==> src/rtl/gate_bank_sequencer.sv <==
// rtl/gate_bank_sequencer.sv - self-test sequencer for the built-in gate bank
// Walks input vectors through the bank, checks o1..o10 against a golden model.
module gate_bank_sequencer #(
    parameter int SETTLE_CYCLES = 4,
    parameter int NUM_VECTORS   = 16,
    parameter int CNT_W         = 5
) (
    input  logic             clk,
    input  logic             rst_n,
    input  logic             start,
    input  logic             abort,
    input  logic [9:0]       gate_o,
    output logic             gate_a,
    output logic             gate_b,
    output logic             gate_c,
    output logic             gate_d,
    output logic             busy,
    output logic             done,
    output logic             pass,
    output logic [CNT_W-1:0] err_count,
    output logic [3:0]       first_fail_vec,
    output logic [9:0]       first_fail_obs
);

    typedef enum logic [1:0] {
        S_IDLE,
        S_SETTLE,
        S_SAMPLE,
        S_DONE
    } state_t;

    localparam logic [3:0]       LAST_IDX = 4'(NUM_VECTORS - 1);
    localparam logic [7:0]       RELOAD   = 8'(SETTLE_CYCLES - 1);
    localparam logic [CNT_W-1:0] ERR_ONE  = CNT_W'(1);

    state_t           r_state;
    state_t           w_next;
    logic [3:0]       r_idx;
    logic [7:0]       r_cnt;
    logic [3:0]       r_drive;
    logic             r_pass;
    logic [CNT_W-1:0] r_err;
    logic [3:0]       r_ffv;
    logic [9:0]       r_ffo;
    logic [9:0]       w_golden;
    logic             w_mismatch;

    function automatic logic [9:0] golden(input logic [3:0] v);
        logic a, b, c, d;
        logic [9:0] o;
        {a, b, c, d} = v;
        o[0] = a & b;
        o[1] = ~(a & b);
        o[2] = a | b | c | d;
        o[3] = ~(c | d);
        o[4] = a ^ b ^ c ^ d;
        o[5] = ~(b ^ d);
        o[6] = c;
        o[7] = ~d;
        o[8] = c;
        o[9] = a & b;
        return o;
    endfunction

    assign w_golden   = golden(r_idx);
    assign w_mismatch = (gate_o != w_golden);

    always_ff @(posedge clk) begin
        if (!rst_n) begin
            r_state <= S_IDLE;
        end else begin
            r_state <= w_next;
        end
    end

    always_comb begin
        w_next = r_state;
        case (r_state)
            S_IDLE:   if (start && !abort) w_next = S_SETTLE;
            S_SETTLE: begin
                if (abort)            w_next = S_IDLE;
                else if (r_cnt == '0) w_next = S_SAMPLE;
            end
            S_SAMPLE: begin
                if (abort)                 w_next = S_IDLE;
                else if (r_idx == LAST_IDX) w_next = S_DONE;
                else                       w_next = S_SETTLE;
            end
            S_DONE:   w_next = S_IDLE;
            default:  w_next = S_IDLE;
        endcase
    end

    always_ff @(posedge clk) begin
        if (!rst_n) begin
            r_idx   <= '0;
            r_cnt   <= '0;
            r_drive <= '0;
            r_pass  <= 1'b0;
            r_err   <= '0;
            r_ffv   <= '0;
            r_ffo   <= '0;
        end else begin
            case (r_state)
                S_IDLE: begin
                    if (start && !abort) begin
                        r_idx   <= '0;
                        r_drive <= '0;
                        r_cnt   <= RELOAD;
                        r_pass  <= 1'b0;
                        r_err   <= '0;
                        r_ffv   <= '0;
                        r_ffo   <= '0;
                    end
                end
                S_SETTLE: begin
                    if (abort)            r_drive <= '0;
                    else if (r_cnt != '0) r_cnt   <= r_cnt - 8'd1;
                end
                S_SAMPLE: begin
                    if (abort) begin
                        r_drive <= '0;
                    end else begin
                        // A zero count means no earlier mismatch, since the count saturates.
                        if (w_mismatch) begin
                            if (r_err != '1) r_err <= r_err + ERR_ONE;
                            if (r_err == '0) begin
                                r_ffv <= r_idx;
                                r_ffo <= gate_o;
                            end
                        end
                        if (r_idx == LAST_IDX) begin
                            r_drive <= '0;
                        end else begin
                            r_idx   <= r_idx + 4'd1;
                            r_drive <= r_idx + 4'd1;
                            r_cnt   <= RELOAD;
                        end
                    end
                end
                S_DONE: begin
                    r_drive <= '0;
                    r_pass  <= !abort && (r_err == '0);
                end
                default: r_drive <= '0;
            endcase
        end
    end

    assign {gate_a, gate_b, gate_c, gate_d} = r_drive;
    assign busy           = (r_state == S_SETTLE) || (r_state == S_SAMPLE);
    assign done           = (r_state == S_DONE);
    assign pass           = r_pass;
    assign err_count      = r_err;
    assign first_fail_vec = r_ffv;
    assign first_fail_obs = r_ffo;

endmodule

==> config.mk <==
export PLATFORM = sky130hd
export DESIGN_NAME = gate_bank_sequencer
export DESIGN_NICKNAME = d
export VERILOG_FILES = /design/src/rtl/gate_bank_sequencer.sv
export SDC_FILE = /design/constraint.sdc
export NUM_CORES = 1
export LEC_CHECK = 0
export BUFFER_PORTS_ARGS = -buffer_cell sky130_fd_sc_hd__buf_2
export CORE_ASPECT_RATIO = 0.8
export CORE_MARGIN = 1
export CORE_UTILIZATION = 58
export CTS_BUF_LIST = sky130_fd_sc_hd__clkbuf_8 sky130_fd_sc_hd__clkbuf_16
export DETAILED_ROUTE_END_ITERATION = 6
export PLACE_DENSITY_LB_ADDON = 0.1
export SYNTH_ARGS = -nofsm -noshare
export SYNTH_HDL_FRONTEND = slang
export SYNTH_SLANG_ARGS = --single-unit
export TNS_END_PERCENT = 1
==> constraint.sdc <==
create_clock -name clk -period 7.06 [get_ports clk]
set_clock_uncertainty 0.2 [all_clocks]
set_input_delay 0.706 -clock clk [delete_from_list [all_inputs] [get_ports clk]]
set_output_delay 0.706 -clock clk [all_outputs]
set_load 0.01 [all_outputs]
# Word-level counts from Yosys, hierarchy flattened
# Index checks and enable logic that the tools add are counted.
# op_classes
addsub	3
eq_ne	16
n_mux	36
bitwise	13
n_reduce_logical	18
# ops
op	n
$mux 10	4
$mux 8	5
$mux 4	9
$pmux 8 s3	1
$mux 5	4
$pmux 10 s2	1
$ne 2x2->1 const B	9
$pmux 4 s2	2
$pmux 4 s4	1
$mux 2	5
$ne 10x10->1	1
$pmux 5 s2	1
$reduce_and 5->1	2
$logic_not 8->1	1
$pmux 2 s4	1
$reduce_bool 8->1	1
$sub 8x1->8 const B	1
$reduce_and 2->1	3
$reduce_and 6->1	1
$add 5x1->5 const B	1
$logic_not 5->1	1
$ne 5x5->1 const B	1
$add 4x1->4 const B	1
$eq 2x2->1 const B	2
other kinds (16)	27
# totals
reg_bits	38
output_inout_bits	26

# Longest topological paths before layout
# Gate-level depths: netlist of the first run.
# logic_depth
ltp_word	7
depth_mapped	10

# Least setup slack after synthesis of the first run
# Ideal clock, no wire load.
# synth_path
kind	register to register
start	reg r_idx[2]
end	reg r_ffv[3], in the netlist first_fail_vec[3]
setup_ps	117
arrival_ps	2573
t_required_ps	6743
path_slack_ps	4170
path_stages_with_launch	10
path_cell_list	dfxtp_1 inv_1 ha_1 xor3_1 or3_1 a2111o_1 and4_4 buf_6 buf_8 a22o_1
# synth_between
elab_chain_cells	6
elab_cells_between_ends	13
classes_between	eq/ne: 2; bitwise: 10; reduce/logical: 1
# synth_lines
element	line	text
start, declared	38	logic [3:0] r_idx;
start signal, assigned	135	r_idx <= r_idx + 4'd1;
$or 1x1->1 or $xor 1x1->1 (tied branches) (3 in a row)	54, 56	
$ne 10x10->1 (*)	66	assign w_mismatch = (gate_o != w_golden);
$ne 2x2->1 (no line) (*)	--	
$reduce_and 5->1 (no line) (*)	--	
end signal, assigned	128	r_ffv <= r_idx;
end, declared	43	logic [3:0] r_ffv;
# Mark *: on every way between the ends. The rest lies on a longest branch, timed or not.
# A chain may end at the register's enable or synchronous reset.

# Worst setup path in the final report of the first run
# layout_path
start	reg r_idx[2]
end	reg r_ffo[3], in the netlist first_fail_obs[3]
# layout_between
elab_chain_cells	6
elab_cells_between_ends	13
classes_between	eq/ne: 2; bitwise: 10; reduce/logical: 1
# layout_lines
element	line	text
$or 1x1->1 or $xor 1x1->1 (tied branches) (3 in a row)	54, 56	
$ne 10x10->1 (*)	66	
$ne 2x2->1 (no line) (*)	--	
$reduce_and 5->1 (no line) (*)	--	
end signal, assigned	129	r_ffo <= gate_o;
end, declared	44	logic [9:0] r_ffo;
# Marked as above.

==> metrics.md, run 1 <==
| Metric | Value |
|---|---|
| Vias | `1,718` |
| Worst Setup End Kind | `flip-flop` |
| Final Hold Viols | `0` |
| Syn Nets | `240` |
| Global-route wire length before repair | `6.76 mm` |
| Worst hold-check path type | `flip-flop to flip-flop` |
| CP arrival | `3.08 ns` |
| Drt wl/cell | `14.8 microns` |
| CTS tree | `yes` |
| Seq/Total Area, Yosys | `38.2%` |
| Syn-to-layout area delta | `16.2%` |
| Final wirelength | `4.31 mm` |
| Root Buffer | `clkbuf_8` |
| Worst Path Required | `7.11 ns` |
| Final min period | `3.03 ns` |
| GR Util All Layers | `25.2%` |
| Total number of yosys warnings | `0` |
| Clock Sink Count | `38` |
| Post-route setup TNS | `0 ns` |
| CTS Buf Count | `5` |
| Die Ht | `54.4 microns` |
| Max frequency | `330 MHz` |
| Gate Count Post-Synth | `213` |
| Grt total ovfl | `0` |
| Placed insts | `284` |
| IO Port Bufs | `39` |
| Post_cts resized | `0` |
| Initial drt markers | `99` |
| Relative slew slack | `51.5%` |
| H-tree depth | `2` |
| Avg Cell Area, Syn | `9.35 sq um` |
| Share of layout cells above drive strength 1 | `20.6%` |
| CTS max path bufs | `2` |
| Pwr Density | `256 nW/um^2` |
| Antenna-violating nets left | `0` |
| DRT Pass-1 Iters | `5` |
| Initial core utilization | `62.7%` |
| Crit start category | `flip-flop` |
| Maxcap violations | `0` |
| Leak | `0.990 nW` |
| Core Box Area | `3180 sq um` |
| Final setup violation count | `0` |
| Clk slew on worst S/H paths | `0.08 ns` |
| Run status | `complete, no violations` |
| Non-filler cells, final | `292` |
| Largest net degree at the start of global routing | `18` |
| Proportion of netlist area held by the largest area contributor | `38.2%` |
| Number of flops mapped to enable cells by yosys | `0` |
| Cell Area, Synth | `1990 sq um` |
| DP HPWL | `3.10 mm` |
| Final period util | `42.9%` |
| Drc violations | `0` |
| Main flop type after synthesis | `dfxtp_1` |
| Ports | `40` |
| Routed vias/inst | `5.88` |
| Initial antenna violation count | `0` |
| Final slew viol count | `0` |
| Die width | `67.5 microns` |
| Row cnt | `18` |
| Cell taking the most area after synthesis | `dfxtp_1` |
| Post-synthesis register bit count | `38` |
| # Post-CTS Setup Buffers | `0` |
| Final nets | `278` |
| Worst hold margin | `0.277 ns` |
| Core Util, Final | `72.9%` |
| Diode count | `0` |
| Via count of the first global-routing pass | `1,428` |
| Clock latency on the worst-skew pair | `0.30 ns` |
| Die ar. | `3670 sq um` |
| RD Place Congestion | `0.852` |
| Worst-Margin Slew | `0.721 ns` |
| Asr flop ratio synth | `0%` |
| RSZ-0062 raised after global routing | `false` |
| Cts hold-fix bufs | `0` |
| Peak VDD IR | `160 uV` |
| Post-synth cell types | `48` |
| Synth area leaders | `dfxtp_1 (38%), ha_1 (8.2%), a22o_1 (6.6%)` |
| Crit path kind | `flip-flop to flip-flop` |
| Crit-path max FO | `14` |
## state kept, by name, summed over array words and instances, names as in the netlist
signal	flops
err_count	5
first_fail_vec	4
pass	1
r_idx	4
r_state	2
r_drive	4
r_cnt	8
first_fail_obs	10
## final timing paths
check                                                    start                              to  slack, ns  depth (start not counted)
worst max-delay path                     r_idx[2]$_SDFFE_PN0P_  first_fail_obs[3]$_SDFFE_PN0P_       4.03                          7
worst min-delay path            first_fail_obs[6]$_SDFFE_PN0P_  first_fail_obs[6]$_SDFFE_PN0P_       0.28                          1
worst max register to register           r_idx[2]$_SDFFE_PN0P_  first_fail_obs[3]$_SDFFE_PN0P_       4.03                          7
worst min register to register  first_fail_obs[6]$_SDFFE_PN0P_  first_fail_obs[6]$_SDFFE_PN0P_       0.28                          1
## metal layers
| layer | GRT usage (%) | wire [microns] | vias up |
|---|---|---|---|
| li1 | - | - | 841 |
| met4 | 8.87 | 52 | 0 |
| met3 | 5.83 | 235 | 7 |
| met5 | 0 | 0 | - |
| met2 | 37.8 | 1880 | 51 |
| met1 | 35.1 | 2140 | 819 |
## logic make-up (layout without fill, tap and decap cells)
| family | Yosys count | in the layout | share of synthesized area [%] |
|---|---|---|---|
| simple gates | 70 | 70 | 19.4 |
| compound gates | 47 | 47 | 18.3 |
| flops | 38 | 38 | 38.2 |
| buf+inv | 26 | 65 | 6.41 |
| xor+xnor | 14 | 14 | 6.91 |
| fa+ha+maj | 13 | 13 | 8.17 |
| mux | 5 | 5 | 2.58 |
## synth_stat cells (2+ instances only)
| master | count |
|---|---|
| a21oi_1 | 8 |
| a22o_1 | 15 |
| a22oi_1 | 3 |
| a31o_2 | 2 |
| a32o_1 | 2 |
| and2_1 | 3 |
| and4b_1 | 3 |
| buf_6 | 2 |
| clkbuf_1 | 4 |
| dfxtp_1 | 38 |
| ha_1 | 13 |
| inv_1 | 17 |
| mux2i_1 | 4 |
| nand2_1 | 5 |
| nand2b_1 | 2 |
| nand3_1 | 11 |
| nand4_1 | 4 |
| nor2_1 | 22 |
| nor2b_1 | 2 |
| nor3_1 | 4 |
| nor3b_1 | 2 |
| nor4b_1 | 3 |
| o21ai_0 | 6 |
| or3_1 | 2 |
| or4_1 | 2 |
| xnor2_1 | 8 |
| xor2_1 | 5 |
## cell type report
type | count | area [sq um]
Clock inverter | 3 | 68.8
Clock buffer | 5 | 68.8
Inverter | 18 | 67.6
Timing Repair Buffer | 39 | 195
Fill cell | 248 | 862
Multi-Input combinational cell | 149 | 1100
Sequential cell | 38 | 761
Tap cell | 40 | 50.0
## where the power goes
group	internal (W)	switching, W
Sequential	0.000228	0.0000124
Combinational	0.0000506	0.0000765
Clock	0.000142	0.0000826
Total	0.000420	0.000172
## stage by stage
step	instance area, sq um	worst slack [ns]	power [W]
global route	2310	3.90	0.000615
detailed placement	2180	4.05	0.000368
global placement	2180	4.14	0.000364
floorplan	1990	4.17	0.000338
CTS	2310	4.04	0.000592
finish	2310	4.03	0.000591
## cells in the final DEF (no fill, tap or decap), drive strengths merged, types with 2 or more instances in the layout
cell / synthesis / layout
o21ai: 6 / 6
and4b: 3 / 3
xor2: 5 / 5
and2: 3 / 3
a22o: 15 / 15
nand2b: 2 / 2
nand2: 5 / 5
a22oi: 3 / 3
mux2i: 4 / 4
nor2: 22 / 22
nor2b: 2 / 2
dfxtp: 38 / 38
ha: 13 / 13
or3: 2 / 2
nand3: 11 / 11
inv: 17 / 17
or4: 2 / 2
clkbuf: 4 / 5
nand4: 4 / 4
nor3: 4 / 4
xnor2: 8 / 8
nor4b: 3 / 3
a31oi: 2 / 2
bufinv: 0 / 2
clkinv: 1 / 2
a31o: 2 / 2
a21oi: 8 / 8
nor3b: 2 / 2
a32o: 2 / 2
buf: 4 / 39
## worst max-delay path, stage by stage, from the launching register on
cell and delay [ns]:
dfxtp_1 0.46, inv_1 0.11, ha_1 0.32, xor3_1 0.37, or3_1 0.36, a2111o_1 0.51
a31oi_4 0.44, a22o_1 0.22
Note: power is estimated with default switching activity, not from simulation.
==> run 2, diff against run 1 <==
- CORE_UTILIZATION: 58 -> 54
- clock period: 7.06 -> 3.1 ns (I/O delays scaled with it)
==> run 2 against run 1 <==
  * Combinational power rose by 130%
  * Setup slack got worse by 3.8 ns
  * Cell count rose by 2.1%
  * Maximum frequency rose by 5.0%
  * Die area rose by 7.2%
  * Hold slack got worse by 0.22 ns
  * Global-route usage fell by 1.8 points
  * Largest power group unchanged
==> metrics.md, run 2 (same netlist as run 1, synthesis figures left out) <==
| Metric | Value |
|---|---|
| Top delay family on crit path | `compound AO/OA/AOI/OAI gates` |
| Clk pwr share | `33.1% (-4.8 points)` |
| Final min period | `2.89 ns (-0.144 ns)` |
| CP Cell Sequence | `inv_1, ha_1, xor3_1, or3_1, a2111o_1, a31oi_4, a22o_1` |
| Maxcap violations | `0 (unchanged)` |
| Diode count | `0 (unchanged)` |
| Grt total ovfl | `0 (unchanged)` |
| IO Port Bufs | `39 (unchanged)` |
| Share of layout cells above drive strength 1 | `21.9% (+1.2 points)` |
| Global-route wire length before repair | `7.20 mm (+6.4%)` |
| Vias | `1,641 (-4.5%)` |
| Initial drt markers | `99 (unchanged)` |
| Worst Setup End Kind | `flip-flop` |
| DP HPWL | `3.08 mm (-0.52%)` |
| Largest net degree at the start of global routing | `17 (-1)` |
| Final nets | `282 (+1.4%)` |
| H-tree depth | `2 (unchanged)` |
| Final slew viol count | `0 (unchanged)` |
| CTS tree | `yes` |
| Most frequent cells in the layout | `buf_2 (39), dfxtp_1 (38), nor2_1 (22), inv_1 (17), a22o_1 (15)` |
| Sw frac | `29.6% (+0.60 points)` |
| Initial core utilization | `57.4% (-5.3 points)` |
| Worst Path Required | `3.14 ns (-3.97 ns)` |
| CP bufs+invs | `1 (unchanged)` |
| Ports | `40 (unchanged)` |
| Die Ht | `56.3 microns (+3.5%)` |
| Drc violations | `0 (unchanged)` |
| Core Util, Final | `66.8% (-6.1 points)` |
| Run status | `complete, no violations` |
| Crit-path max FO | `14 (unchanged)` |
| Worst-Margin Slew | `0.669 ns (-0.0513 ns)` |
| Root Buffer | `clkbuf_8` |
| Net Switching | `0.000369 W (+110%)` |
| Worst hold-check path type | `input port to flip-flop` |
| Number of flip-flops in the largest register | `10 (unchanged)` |
| Die ar. | `3930 sq um (+7.2%)` |
| CTS max path bufs | `2 (unchanged)` |
| Drt wl/cell | `13.9 microns (-5.7%)` |
| DRT Pass-1 Iters | `4 (-1)` |
| Final wirelength | `4.15 mm (-3.7%)` |
| Final setup violation count | `0 (unchanged)` |
| Cts hold-fix bufs | `0 (unchanged)` |
| Dpl ws | `0.231 ns (-3.82 ns)` |
| Routed vias/inst | `5.51 (-6.4%)` |
| Clock Sink Count | `38 (unchanged)` |
| Post_cts resized | `0 (unchanged)` |
| Clk slew on worst S/H paths | `0.07 ns (about the same)` |
| Core Box Area | `3470 sq um (+9.3%)` |
| Peak VDD IR | `418 uV (+160%)` |
| Relative slew slack | `55.0% (+3.5 points)` |
| Final Worst Setup Slack | `0.213 ns (-3.82 ns)` |
| RD Place Congestion | `0.797 (-6.5%)` |
| Crit start category | `flip-flop` |
| Leak | `1.00 nW (+0.98%)` |
| Final Hold Viols | `0 (unchanged)` |
| RSZ-0062 raised after global routing | `false` |
| Slowest-stage cell, CP | `a2111o_1` |
| Cell-internal power | `0.000877 W (+110%)` |
| Post-route setup TNS | `0 ns (unchanged)` |
| Commonest non-fill, non-tap cell in the layout | `buf_2` |
| Via count of the first global-routing pass | `1,537 (+7.6%)` |
| Crit path kind | `flip-flop to flip-flop` |
| Row cnt | `19 (+1)` |
| Flop pwr share | `44.0% (+3.4 points)` |
| CP arrival | `2.92 ns (-0.16 ns)` |
| Final period util | `93.1% (+50 points)` |
| Initial antenna violation count | `0 (unchanged)` |
| # Post-CTS Setup Buffers | `0 (unchanged)` |
| Syn-to-layout area delta | `16.4%` |
| Antenna-violating nets left | `0 (unchanged)` |
| Clock latency on the worst-skew pair | `0.29 ns (about the same)` |
| Gate power share | `22.9% (+1.4 points)` |
| Pwr Density | `538 nW/um^2 (+110%)` |
| Largest stage delay, worst path | `0.50 ns (about the same)` |
| GR Util All Layers | `23.4% (-1.8 points)` |
| Max frequency | `346 MHz (+5.0%)` |
| Die width | `69.9 microns (+3.5%)` |
| Worst hold margin | `0.0528 ns (-0.224 ns)` |
| CTS Buf Count | `5 (unchanged)` |
| # fillers | `327 (+32%)` |
-- run 2: cell types whose count changed in the layout (fill, tap and decap cells not counted), sizes merged --
cell,before,now
bufinv,2,1
clkinv,2,3
buf,39,43
-- run 2: per-layer routing --
metal / up-vias / wire (microns) / share of wire [%] / track usage, %
li1: 847 / - / - / -
met1: 753 / 2210 / 53 / 32.8
met2: 39 / 1770 / 43 / 35.2
met3: 2 / 140 / 3.4 / 4.85
met4: 0 / 24 / 0.58 / 9.43
met5: - / 0 / 0 / 0
-- run 2: path summary, 6_finish.rpt --
check / startpoint / endpoint / slack (ns) / cells after the start
setup / recovery: r_idx[3]$_SDFFE_PN0P_ / first_fail_obs[4]$_SDFFE_PN0P_ / 0.21 / 7
hold / removal: gate_o[3] / first_fail_obs[3]$_SDFFE_PN0P_ / 0.05 / 2
setup reg to reg: r_idx[3]$_SDFFE_PN0P_ / first_fail_obs[4]$_SDFFE_PN0P_ / 0.21 / 7
hold reg to reg: first_fail_obs[6]$_SDFFE_PN0P_ / first_fail_obs[6]$_SDFFE_PN0P_ / 0.28 / 1
-- run 2: power groups by stage --
stage	sequential (W)	combinational [W]	clock, W
after global placement	0.000557	0.000281	0
after detailed placement	0.000558	0.000282	0
after CTS	0.000547	0.000284	0.000422
after floorplan	0.000550	0.000219	0
final	0.000547	0.000286	0.000412
after global routing	0.000552	0.000326	0.000444
-- run 2: layout make-up --
cell class	instances	area, sq um	share of cell area [%]
well taps	42	52.6	2.27
flip-flops and latches	38	761	32.8
multi-input cells	149	1100	47.6
repair buffers	43	225	9.72
inverters	18	67.6	2.92
clock buffers	5	68.8	2.97
clock inverters	3	40.0	1.73
-- run 2: metrics by stage --
stage          total power [W]  instance area (sq um)  std cells
2_1_floorplan         0.000769                   1990        213
4_1_cts                0.00125                   2320        298
3_3_place_gp          0.000838                   2210        290
3_5_place_dp          0.000840                   2210        290
6_report               0.00125                   2320        298
5_1_grt                0.00132                   2320        298
